==> config.mk <==
export PLATFORM = sky130hd
export DESIGN_NAME = mem_bus_bridge
export DESIGN_NICKNAME = d
export VERILOG_FILES = /design/src/rtl/bridge_pkg.sv /design/src/rtl/bridge_decoder.sv /design/src/rtl/mem_bus_bridge.sv
export SDC_FILE = /design/constraint.sdc
export NUM_CORES = 1
export LEC_CHECK = 0
export BUFFER_PORTS_ARGS = -buffer_cell sky130_fd_sc_hd__clkbuf_2
export CAP_MARGIN = 20
export CORE_MARGIN = 4
export CORE_UTILIZATION = 32
export DETAILED_ROUTE_END_ITERATION = 12
export GPL_TIMING_DRIVEN = 0
export SETUP_SLACK_MARGIN = 0.2
export SLEW_MARGIN = 10
export SYNTH_ARGS = -nofsm -noshare
export SYNTH_HDL_FRONTEND = slang
export SYNTH_SLANG_ARGS = --single-unit
==> constraint.sdc <==
create_clock -name clk -period 7.5 [get_ports clk]
set_input_delay 0.75 -clock clk [delete_from_list [all_inputs] [get_ports clk]]
set_output_delay 0.75 -clock clk [all_outputs]
set_load 0.1 [all_outputs]
==> src/rtl/bridge_pkg.sv <==
// Shared types and helpers for the M-stage memory bus bridge: align codes,
// FSM states, byte-enable constants, store lane replication and load extension.
package bridge_pkg;

  typedef enum logic [2:0] {
    AL_WORD  = 3'd0,
    AL_HALF  = 3'd1,
    AL_BYTE  = 3'd2,
    AL_HALFU = 3'd3,
    AL_BYTEU = 3'd4
  } align_t;

  typedef enum logic [1:0] {
    ST_IDLE = 2'd0,
    ST_BUSY = 2'd1,
    ST_DONE = 2'd2
  } state_t;

  localparam logic [3:0] BE_WORD    = 4'b1111;
  localparam logic [3:0] BE_HALF_LO = 4'b0011;
  localparam logic [3:0] BE_HALF_HI = 4'b1100;
  localparam logic [3:0] BE_BYTE0   = 4'b0001;

  function automatic logic [3:0] byte_enable(input logic [2:0] align, input logic [1:0] addr);
    logic [3:0] be;
    case (align)
      AL_HALF, AL_HALFU: be = addr[1] ? BE_HALF_HI : BE_HALF_LO;
      AL_BYTE, AL_BYTEU: be = BE_BYTE0 << addr;
      default:           be = BE_WORD;
    endcase
    return be;
  endfunction

  function automatic logic [31:0] store_lanes(input logic [2:0] align, input logic [31:0] wd);
    logic [31:0] lanes;
    case (align)
      AL_HALF, AL_HALFU: lanes = {2{wd[15:0]}};
      AL_BYTE, AL_BYTEU: lanes = {4{wd[7:0]}};
      default:           lanes = wd;
    endcase
    return lanes;
  endfunction

  function automatic logic [31:0] read_extend(input logic [2:0] align, input logic [1:0] addr,
                                              input logic [31:0] word);
    logic [15:0] half;
    logic [7:0]  byte_v;
    logic [31:0] ext;
    half = addr[1] ? word[31:16] : word[15:0];
    case (addr)
      2'd1:    byte_v = word[15:8];
      2'd2:    byte_v = word[23:16];
      2'd3:    byte_v = word[31:24];
      default: byte_v = word[7:0];
    endcase
    case (align)
      AL_HALF:  ext = {{16{half[15]}}, half};
      AL_HALFU: ext = {16'h0000, half};
      AL_BYTE:  ext = {{24{byte_v[7]}}, byte_v};
      AL_BYTEU: ext = {24'h00_0000, byte_v};
      default:  ext = word;
    endcase
    return ext;
  endfunction

endpackage

==> src/rtl/bridge_decoder.sv <==
// Combinational address decoder: window hits, lowest-index slave select and
// the combined address-error term (alignment, range, width, read-only, overflow).
module bridge_decoder
  import bridge_pkg::*;
#(
  parameter int                   N_SLV         = 4,
  parameter logic [N_SLV*32-1:0]  SLV_BASE      = {32'h7f20, 32'h7f10, 32'h7f00, 32'h0},
  parameter logic [N_SLV*32-1:0]  SLV_LIMIT     = {32'h7f23, 32'h7f1b, 32'h7f0b, 32'h2fff},
  parameter logic [N_SLV-1:0]     SLV_WORD_ONLY = 4'b0110,
  parameter logic [31:0]          RO_ADDR0      = 32'h7f08,
  parameter logic [31:0]          RO_ADDR1      = 32'h7f18
) (
  input  logic             cpu_we,
  input  logic [2:0]       cpu_align,
  input  logic [31:0]      cpu_addr,
  input  logic             exc_ov,
  output logic [N_SLV-1:0] sel,
  output logic             err
);

  logic [N_SLV-1:0] hit;
  logic             misalign;
  logic             width_err;
  logic             ro_err;

  always_comb begin
    hit = {N_SLV{1'b0}};
    for (int i = 0; i < N_SLV; i++) begin
      hit[i] = (cpu_addr >= SLV_BASE[i*32 +: 32]) && (cpu_addr <= SLV_LIMIT[i*32 +: 32]);
    end
  end

  // Isolating the lowest set bit gives lowest-index priority on overlapping windows.
  assign sel = hit & (~hit + N_SLV'(1));

  always_comb begin
    case (cpu_align)
      AL_WORD:           misalign = (cpu_addr[1:0] != 2'b00);
      AL_HALF, AL_HALFU: misalign = cpu_addr[0];
      default:           misalign = 1'b0;
    endcase
  end

  assign width_err = (cpu_align != AL_WORD) && ((sel & SLV_WORD_ONLY) != {N_SLV{1'b0}});
  assign ro_err    = cpu_we && ((cpu_addr == RO_ADDR0) || (cpu_addr == RO_ADDR1));
  assign err       = misalign || (hit == {N_SLV{1'b0}}) || width_err || ro_err || exc_ov;

endmodule

==> src/rtl/mem_bus_bridge.sv <==
// CPU-to-peripheral bridge top: FSM, request registers, lane shifting and read extension.
// Optional BUSY timeout is compiled in with `define BRIDGE_TIMEOUT_EN.
module mem_bus_bridge
  import bridge_pkg::*;
#(
  parameter int                   N_SLV         = 4,
  parameter logic [N_SLV*32-1:0]  SLV_BASE      = {32'h7f20, 32'h7f10, 32'h7f00, 32'h0},
  parameter logic [N_SLV*32-1:0]  SLV_LIMIT     = {32'h7f23, 32'h7f1b, 32'h7f0b, 32'h2fff},
  parameter logic [N_SLV-1:0]     SLV_WORD_ONLY = 4'b0110,
  parameter logic [31:0]          RO_ADDR0      = 32'h7f08,
  parameter logic [31:0]          RO_ADDR1      = 32'h7f18
`ifdef BRIDGE_TIMEOUT_EN
  ,
  parameter int                   TIMEOUT_CYC   = 255
`endif
) (
  input  logic                clk,
  input  logic                reset,
  input  logic                req,
  input  logic                exc_ov,
  input  logic                cpu_valid,
  input  logic                cpu_we,
  input  logic [2:0]          cpu_align,
  input  logic [31:0]         cpu_addr,
  input  logic [31:0]         cpu_wd,
  input  logic [31:0]         cpu_pc,
  output logic                cpu_stall,
  output logic [31:0]         cpu_rd,
  output logic                cpu_rd_valid,
  output logic                exc_adel,
  output logic                exc_ades,
  output logic                bus_err,
  output logic [N_SLV-1:0]    s_valid,
  input  logic [N_SLV-1:0]    s_ready,
  output logic [31:0]         s_addr,
  output logic [31:0]         s_wd,
  output logic [3:0]          s_byteen,
  input  logic [N_SLV*32-1:0] s_rd,
  output logic [31:0]         m_inst_addr
);

  state_t           state, next_state;
  logic [N_SLV-1:0] sel, slot;
  logic             err, accept, busy, ready_sel, tmo_hit, abort;
  logic [2:0]       align_q;
  logic [31:0]      rd_sel;

  bridge_decoder #(
    .N_SLV(N_SLV), .SLV_BASE(SLV_BASE), .SLV_LIMIT(SLV_LIMIT),
    .SLV_WORD_ONLY(SLV_WORD_ONLY), .RO_ADDR0(RO_ADDR0), .RO_ADDR1(RO_ADDR1)
  ) u_dec (
    .cpu_we(cpu_we), .cpu_align(cpu_align), .cpu_addr(cpu_addr),
    .exc_ov(exc_ov), .sel(sel), .err(err)
  );

  assign busy      = (state == ST_BUSY);
  assign accept    = (state == ST_IDLE) && cpu_valid && !err && !req;
  assign cpu_stall = accept || busy;
  assign exc_adel  = (state == ST_IDLE) && cpu_valid && !cpu_we && err;
  assign exc_ades  = (state == ST_IDLE) && cpu_valid && cpu_we && err;
  assign ready_sel = ((s_ready & slot) != {N_SLV{1'b0}}) && !tmo_hit;

`ifdef BRIDGE_TIMEOUT_EN
  logic [15:0] tmo_cnt;

  // Counts BUSY cycles; restarts on every accepted request.
  always_ff @(posedge clk or posedge reset) begin
    if (reset) begin
      tmo_cnt <= 16'd0;
    end else if (accept) begin
      tmo_cnt <= 16'd0;
    end else if (busy) begin
      tmo_cnt <= tmo_cnt + 16'd1;
    end else begin
      tmo_cnt <= tmo_cnt;
    end
  end

  assign tmo_hit = busy && (tmo_cnt == 16'(TIMEOUT_CYC));
`else
  assign tmo_hit = 1'b0;
`endif

  // One-hot read data mux onto the latched slot.
  always_comb begin
    rd_sel = 32'h0000_0000;
    for (int i = 0; i < N_SLV; i++) begin
      rd_sel = rd_sel | (s_rd[i*32 +: 32] & {32{slot[i]}});
    end
  end

  // Request strobe to the selected slave for as long as the bridge waits.
  always_comb begin
    s_valid = {N_SLV{1'b0}};
    if (busy && !tmo_hit) begin
      s_valid = slot;
    end else begin
      s_valid = {N_SLV{1'b0}};
    end
  end

  // Next-state logic.
  always_comb begin
    next_state = state;
    case (state)
      ST_IDLE: next_state = accept ? ST_BUSY : ST_IDLE;
      ST_BUSY: next_state = (ready_sel || tmo_hit) ? ST_DONE : ST_BUSY;
      ST_DONE: next_state = ST_IDLE;
      default: next_state = ST_IDLE;
    endcase
  end

  // FSM state register.
  always_ff @(posedge clk or posedge reset) begin
    if (reset) begin
      state <= ST_IDLE;
    end else begin
      state <= next_state;
    end
  end

  // Request latch, abort tracking and response registers.
  always_ff @(posedge clk or posedge reset) begin
    if (reset) begin
      slot         <= {N_SLV{1'b0}};
      s_addr       <= 32'h0000_0000;
      s_wd         <= 32'h0000_0000;
      s_byteen     <= 4'b0000;
      align_q      <= 3'd0;
      m_inst_addr  <= 32'h0000_0000;
      abort        <= 1'b0;
      cpu_rd       <= 32'h0000_0000;
      cpu_rd_valid <= 1'b0;
      bus_err      <= 1'b0;
    end else begin
      if (accept) begin
        slot        <= sel;
        s_addr      <= cpu_addr;
        s_wd        <= store_lanes(cpu_align, cpu_wd);
        s_byteen    <= cpu_we ? byte_enable(cpu_align, cpu_addr[1:0]) : 4'b0000;
        align_q     <= cpu_align;
        m_inst_addr <= cpu_pc;
        abort       <= 1'b0;
      end else if (busy && req) begin
        abort <= 1'b1;
      end else begin
        abort <= abort;
      end
      if (tmo_hit) begin
        cpu_rd <= 32'h0000_0000;
      end else if (busy && ready_sel) begin
        cpu_rd <= read_extend(align_q, s_addr[1:0], rd_sel);
      end else begin
        cpu_rd <= cpu_rd;
      end
      // A flush arriving on the ready cycle must also suppress the strobe.
      cpu_rd_valid <= busy && ready_sel && !abort && !req;
      bus_err      <= tmo_hit;
    end
  end

endmodule

# After elaboration in Yosys (flattened, before gate mapping)
# Index checks and enable logic that the tools add are counted.
# W data, S select, Z words.
[word_totals]
ff_bits = 143
inputBits = 237
out_inout_bits = 141
word_cells = 95
[classes]
addsub = 1
magnitude_cmp = 8
n_eq_ne = 14
n_shift = 1
n_mux = 14
n_bitwise = 10
reduce_logical = 37
[ops]
columns = ["cell", "n"]
rows = [
  ["$and A32 B32 Y32", 4],
  ["$pmux W32 S4", 1],
  ["$ge A32 B15 Y1 const B", 3],
  ["$le A32 B15 Y1 const B", 3],
  ["$or A32 B32 Y32", 3],
  ["$eq A32 B15 Y1 const B", 2],
  ["$pmux W32 S2", 1],
  ["$ge A32 B1 Y1 const B", 1],
  ["$le A32 B14 Y1 const B", 1],
  ["$pmux W8 S3", 1],
  ["$logic_and A1 B1 Y1", 17],
  ["$mux W16", 1],
  ["$eq A3 B2 Y1 const B", 4],
  ["$mux W4", 3],
  ["$and A4 B4 Y4", 2],
  ["$pmux W4 S2", 1],
  ["$reduce_bool A4 Y1", 2],
  ["$eq A3 B1 Y1 const B", 2],
  ["$eq A3 B3 Y1 const B", 2],
  ["$logic_or A1 B1 Y1", 6],
  ["$add A4 B1 Y4 const B", 1],
  ["$eq A2 B1 Y1 const B", 2],
  ["$eq A2 B2 Y1 const B", 2],
  ["$logic_not A1 Y1", 4],
  ["12 further kinds", 16],
]

# Depth between registers and ports, before layout
[depth]
depth_word = 15
ltp_mapped = 9
depth_no_buf = 6

# By module
# Synthesis repeated with hierarchy kept, for this count alone.
[hier_totals]
hier_cells = 849
area_unflattened_um2 = 7300.8
[by_module_without_submodules]
columns = ["module", "n_inst", "cells_per_inst", "area_each_um2", "seq_area_each_um2"]
rows = [
  ["mem_bus_bridge", 1, 811, 7030.5, 3578.4],
  ["bridge_decoder", 1, 38, 270.3, 0.0],
]

# Least setup slack after synthesis
# No wires, ideal clock.
[synth_path]
path_kind = "in2out"
startpoint = "input cpu_addr[6]"
endpoint = "output exc_adel"
arrival_time_ns = 3.083
t_required_ns = 6.750
setup_slack_ns = 3.667
stages = 6
path_buffers = 0
cell_sequence = "nand4b_1 nor4b_2 and4b_1 or3_1 nand3_1 nor2_1"
[synth_via]
elab_chain_cells = 11
word_cells_on_any_way = 27
classes_between = "add/sub (1); order compare (8); eq/ne (2); bitwise (2); reduce/logical (14)"
[synth_lines]
columns = ["element", "line", "source"]
rows = [
  ["start, declared", "mem_bus_bridge.sv:24", "input logic [31:0] cpu_addr,"],
  ["$ge A32 B1 Y1 (tied with other cells)", "bridge_decoder.sv:29", "hit[i] = (cpu_addr >= SLV_BASE[i*32 +: 32]) && (cpu_addr <= SLV_LIMIT[i*32 +: 32]);"],
  ["$logic_and A1 B1 Y1", "bridge_decoder.sv:29", ""],
  ["$not A4 Y4", "bridge_decoder.sv:34", "assign sel = hit & (~hit + N_SLV'(1));"],
  ["$add A4 B1 Y4", "bridge_decoder.sv:34", ""],
  ["$and A4 B4 Y4", "bridge_decoder.sv:34", ""],
  ["$reduce_bool A4 Y1", "bridge_decoder.sv:44", "assign width_err = (cpu_align != AL_WORD) && ((sel & SLV_WORD_ONLY) != {N_SLV{1'b0}});"],
  ["$logic_and A1 B1 Y1", "bridge_decoder.sv:44", ""],
  ["$logic_or A1 B1 Y1", "bridge_decoder.sv:46", "assign err = misalign || (hit == {N_SLV{1'b0}}) || width_err || ro_err || exc_ov;"],
  ["$logic_or A1 B1 Y1 (*) (2 in a row)", "bridge_decoder.sv:46", ""],
  ["$logic_and A1 B1 Y1 (*)", "mem_bus_bridge.sv:59", "assign exc_adel = (state == ST_IDLE) && cpu_valid && !cpu_we && err;"],
  ["end, declared", "mem_bus_bridge.sv:30", "output logic exc_adel,"],
]
# Every way passes the cells marked *; elsewhere a longest branch is shown, timed or not.

# Final worst setup path
[layout_path]
startpoint = "input cpu_addr[6]"
endpoint = "output cpu_stall"
[layout_via]
elab_chain_cells = 14
word_cells_on_any_way = 30
classes_between = "add/sub (1); order compare (8); eq/ne (2); bitwise (2); reduce/logical (17)"
[layout_lines]
columns = ["element", "line", "source"]
rows = [
  ["$ge A32 B1 Y1 (tied with other cells)", "bridge_decoder.sv:29", ""],
  ["$logic_and A1 B1 Y1", "bridge_decoder.sv:29", ""],
  ["$not A4 Y4", "bridge_decoder.sv:34", ""],
  ["$add A4 B1 Y4", "bridge_decoder.sv:34", ""],
  ["$and A4 B4 Y4", "bridge_decoder.sv:34", ""],
  ["$reduce_bool A4 Y1", "bridge_decoder.sv:44", ""],
  ["$logic_and A1 B1 Y1", "bridge_decoder.sv:44", ""],
  ["$logic_or A1 B1 Y1", "bridge_decoder.sv:46", ""],
  ["$logic_or A1 B1 Y1 (*) (2 in a row)", "bridge_decoder.sv:46", ""],
  ["$logic_not A1 Y1 (*)", "mem_bus_bridge.sv:57", "assign accept = (state == ST_IDLE) && cpu_valid && !err && !req;"],
  ["$logic_and A1 B1 Y1 (*) (2 in a row)", "mem_bus_bridge.sv:57", ""],
  ["$logic_or A1 B1 Y1 (*)", "mem_bus_bridge.sv:58", "assign cpu_stall = accept || busy;"],
  ["end, declared", "mem_bus_bridge.sv:27", "output logic cpu_stall,"],
]
# Marked as above.

==> impl_metrics.yaml <==
status:
  outcome: "completed"
sta:
  fmax_ghz: 0.243
  finalHoldViolations: 0
  min_period_over_period_pct: 54.9
  rsz0062_at_grt: "no"
  slew_violations: 0
  max-slew-margin-rel_pct: 26.0
  setup_slack_ps: 3380
  finalSetupViolCount: 0
  clock_skew_ps: 18.1
  fin_crit_ps: 4120
  worst_pin_slew_ps: 1110
  fin_tns_setup_ps: 0
placed_design:
  dp_hpwl_um: 22400
  gp_congestion: 0.831
  place_ws_ps: 3310
  io_buffers: 375
power:
  power.switching_mw: 0.567
  p_seq_share_pct: 40.9
  power_frac_comb_pct: 14.9
  fin_total_pwr_mw: 1.94
  irDropWorstVdd_mv: 0.139
  leakagePower_nw: 5.20
  p_int_mw: 1.37
  power.density_nw_per_um2: 194
  p_sw_share_pct: 29.2
  p_clk_share_pct: 44.2
setup_path:
  start_kind: "primary input"
  regToRegSetupSlack_ps: 4650
  reg2reg_from: "slot[1]"
  path_max_fanout: 10
  worstSetupPathType: "in2out"
  worstRegToRegCells: 8
  required_ps: 6750
  endpoint_kind: "primary output"
  crit_arrival_ps: 3370
  r2r_end: "cpu_rd[14]"
route:
  via_per_inst: 5.21
  wirelength_um: 28300
  vias: 7152
  drc: 0
  wl_per_cell_um: 20.6
  dr.pass1.iters: 5
  ant_nets: 0
  drt_iter0_drc: 337
finish:
  diodes: 0
  layout.nets: 1316
  area_growth_pct: 40.0
  layout-drive-gt1-share_pct: 45.2
  fillCellCount: 2159
synth:
  synthCells: 684
  netlist_area_um2: 7130
  yosysMostFrequentCell: "dfrtp_1"
  synth-edff-count: 0
  synth_area_leaders: "dfrtp_1 50%, mux2_2 10%, a22oi_1 5.5%, nand2_1 3.4%, a21oi_1 2.7%"
  ys_seq_elements: 143
  seq_area_frac_synth_pct: 50.2
  postSynthAreaPerCell_um2: 10.4
  synthDominantCellAreaShare_pct: 50.2
  yosysWarnings: 0
  ys_types: 46
  synth-async-reset-ratio_pct: 100
  synth_commonest_cells: "143 x dfrtp_1, 64 x mux2_2, 64 x nand2_1"
  synth_fp_nets: 921
  synth_flop_cell: "dfrtp_1"
  synth_area_leader_cell: "dfrtp_1"
clocking:
  root_buffer: "clkbuf_16"
  path_clk_slew_ps: 70
  cts_tree: "yes"
  ctsResizeCount: 0
  postCtsSetupRepairBufs: 0
  cts_buffers: 17
  clockBufferDepth: 2
  clkSinkCount: 143
  h-tree-depth: 4
  clk_latency_ps: 420
  postCtsHoldBufs: 0
floorplanning:
  fp.dieW_um: 157
  boundaryPins: 378
  core_area_um2: 21900
  die_area_um2: 24700
  die_y_um: 157
  rows: 54
  initial_core_util_pct: 32.6
run:
  cap_violations: 0
grt:
  first_global_vias: 7315
  overflow: 0
  grt_max_degree: 98
  antenna_found_initial: 0
  grt_pass1_wl_um: 41900
  grtUsageTotal_pct: 22.2
hold_path:
  hold_path_class: "in2async"
layout by cell type, fill, tap and decap left out, types with 11 or more instances in the layout:
cell type and count:
o21ai_0 33, inv_1 11, buf_2 13, mux2i_1 17, nor2b_1 20, clkbuf_16 17, nand2_1 64, a221oi_1 16
dfrtp_1 143, clkbuf_2 375, nor2_1 49, mux2_2 64, nand2b_1 11, o22a_1 16, clkbuf_1 33, a21oi_1 38
a22oi_1 52
metal layers:
metal	GRT usage (%)	wire length [um]	up-vias
met3	6.63	2410	29
met2	39.6	14400	326
met1	25.9	10900	3466
li1	-	-	3331
met5	0	0	-
met4	5.94	519	0
state kept, by name (all words and copies together), names as in the netlist:
| register | count |
|---|---|
| abort | 1 |
| state | 2 |
| cpu_rd_valid | 1 |
| s_wd | 32 |
| s_byteen | 4 |
| align_q | 3 |
| s_addr | 32 |
| cpu_rd | 32 |
| m_inst_addr | 32 |
| slot | 4 |
logic make-up (layout without fill, tap and decap cells):
family | count (synthesis) | in the layout | synth area share (%)
mux | 82 | 82 | 12.6
simple gates | 189 | 189 | 13.0
xor+xnor | 2 | 2 | 0.246
buf+inv | 65 | 473 | 3.91
flops | 143 | 143 | 50.2
other cells | 1 | 1 | 0.0526
compound gates | 202 | 202 | 20.0
critical path: stages:
cell,delay (ps)
clkbuf_2,80
nand4b_1,170
nor4b_2,520
a21oi_1,210
nor4_4,520
buf_4,280
buf_2,230
nand2b_1,140
clkbuf_2,460
how the worst max path moves through the flow:
| stage | from | endpoint | slack, ps | cells after the start |
|---|---|---|---|---|
| after detailed placement | cpu_addr[6] | cpu_stall | 3310 | 9 |
| after floorplan | reset | abort | 2910 | 1 |
| after CTS | cpu_addr[6] | cpu_stall | 3300 | 9 |
| after global routing | cpu_addr[6] | cpu_stall | 3120 | 9 |
| final | cpu_addr[6] | cpu_stall | 3380 | 9 |
| after global placement | reset | s_addr[20] | 920 | 2 |
layout make-up:
type                       count  area, um^2  share of cell area (%)
clock buffer                  21         470                    4.71
inverter                      14        60.1                   0.601
multi-input combinational    476        3280                    32.8
timing repair buffer         376        1900                    19.1
buffer                        51         226                    2.27
tap                          280         350                    3.51
sequential                   143        3580                    35.8
clock inverter                11         121                    1.22
power by group through the flow:
stage	Sequential, mW	Combinational [mW]	Clock (mW)
6_report	0.792	0.289	0.856
5_1_grt	0.793	0.309	0.911
4_1_cts	0.792	0.292	0.875
2_1_floorplan	0.898	0.0838	0
3_5_place_dp	0.807	0.291	0
3_3_place_gp	0.806	0.287	0
metrics by stage:
stage	area (um^2)	instances	util [%]	hold slack (ps)
finish	9990	1372	45.6	319
global route	9990	1372	45.6	328
global placement	9360	1339	42.8	427
floorplan	7130	684	-	409
CTS	9990	1372	45.6	317
detailed placement	9400	1340	42.9	431
No activity file was read; power rests on OpenSTA's default activity.
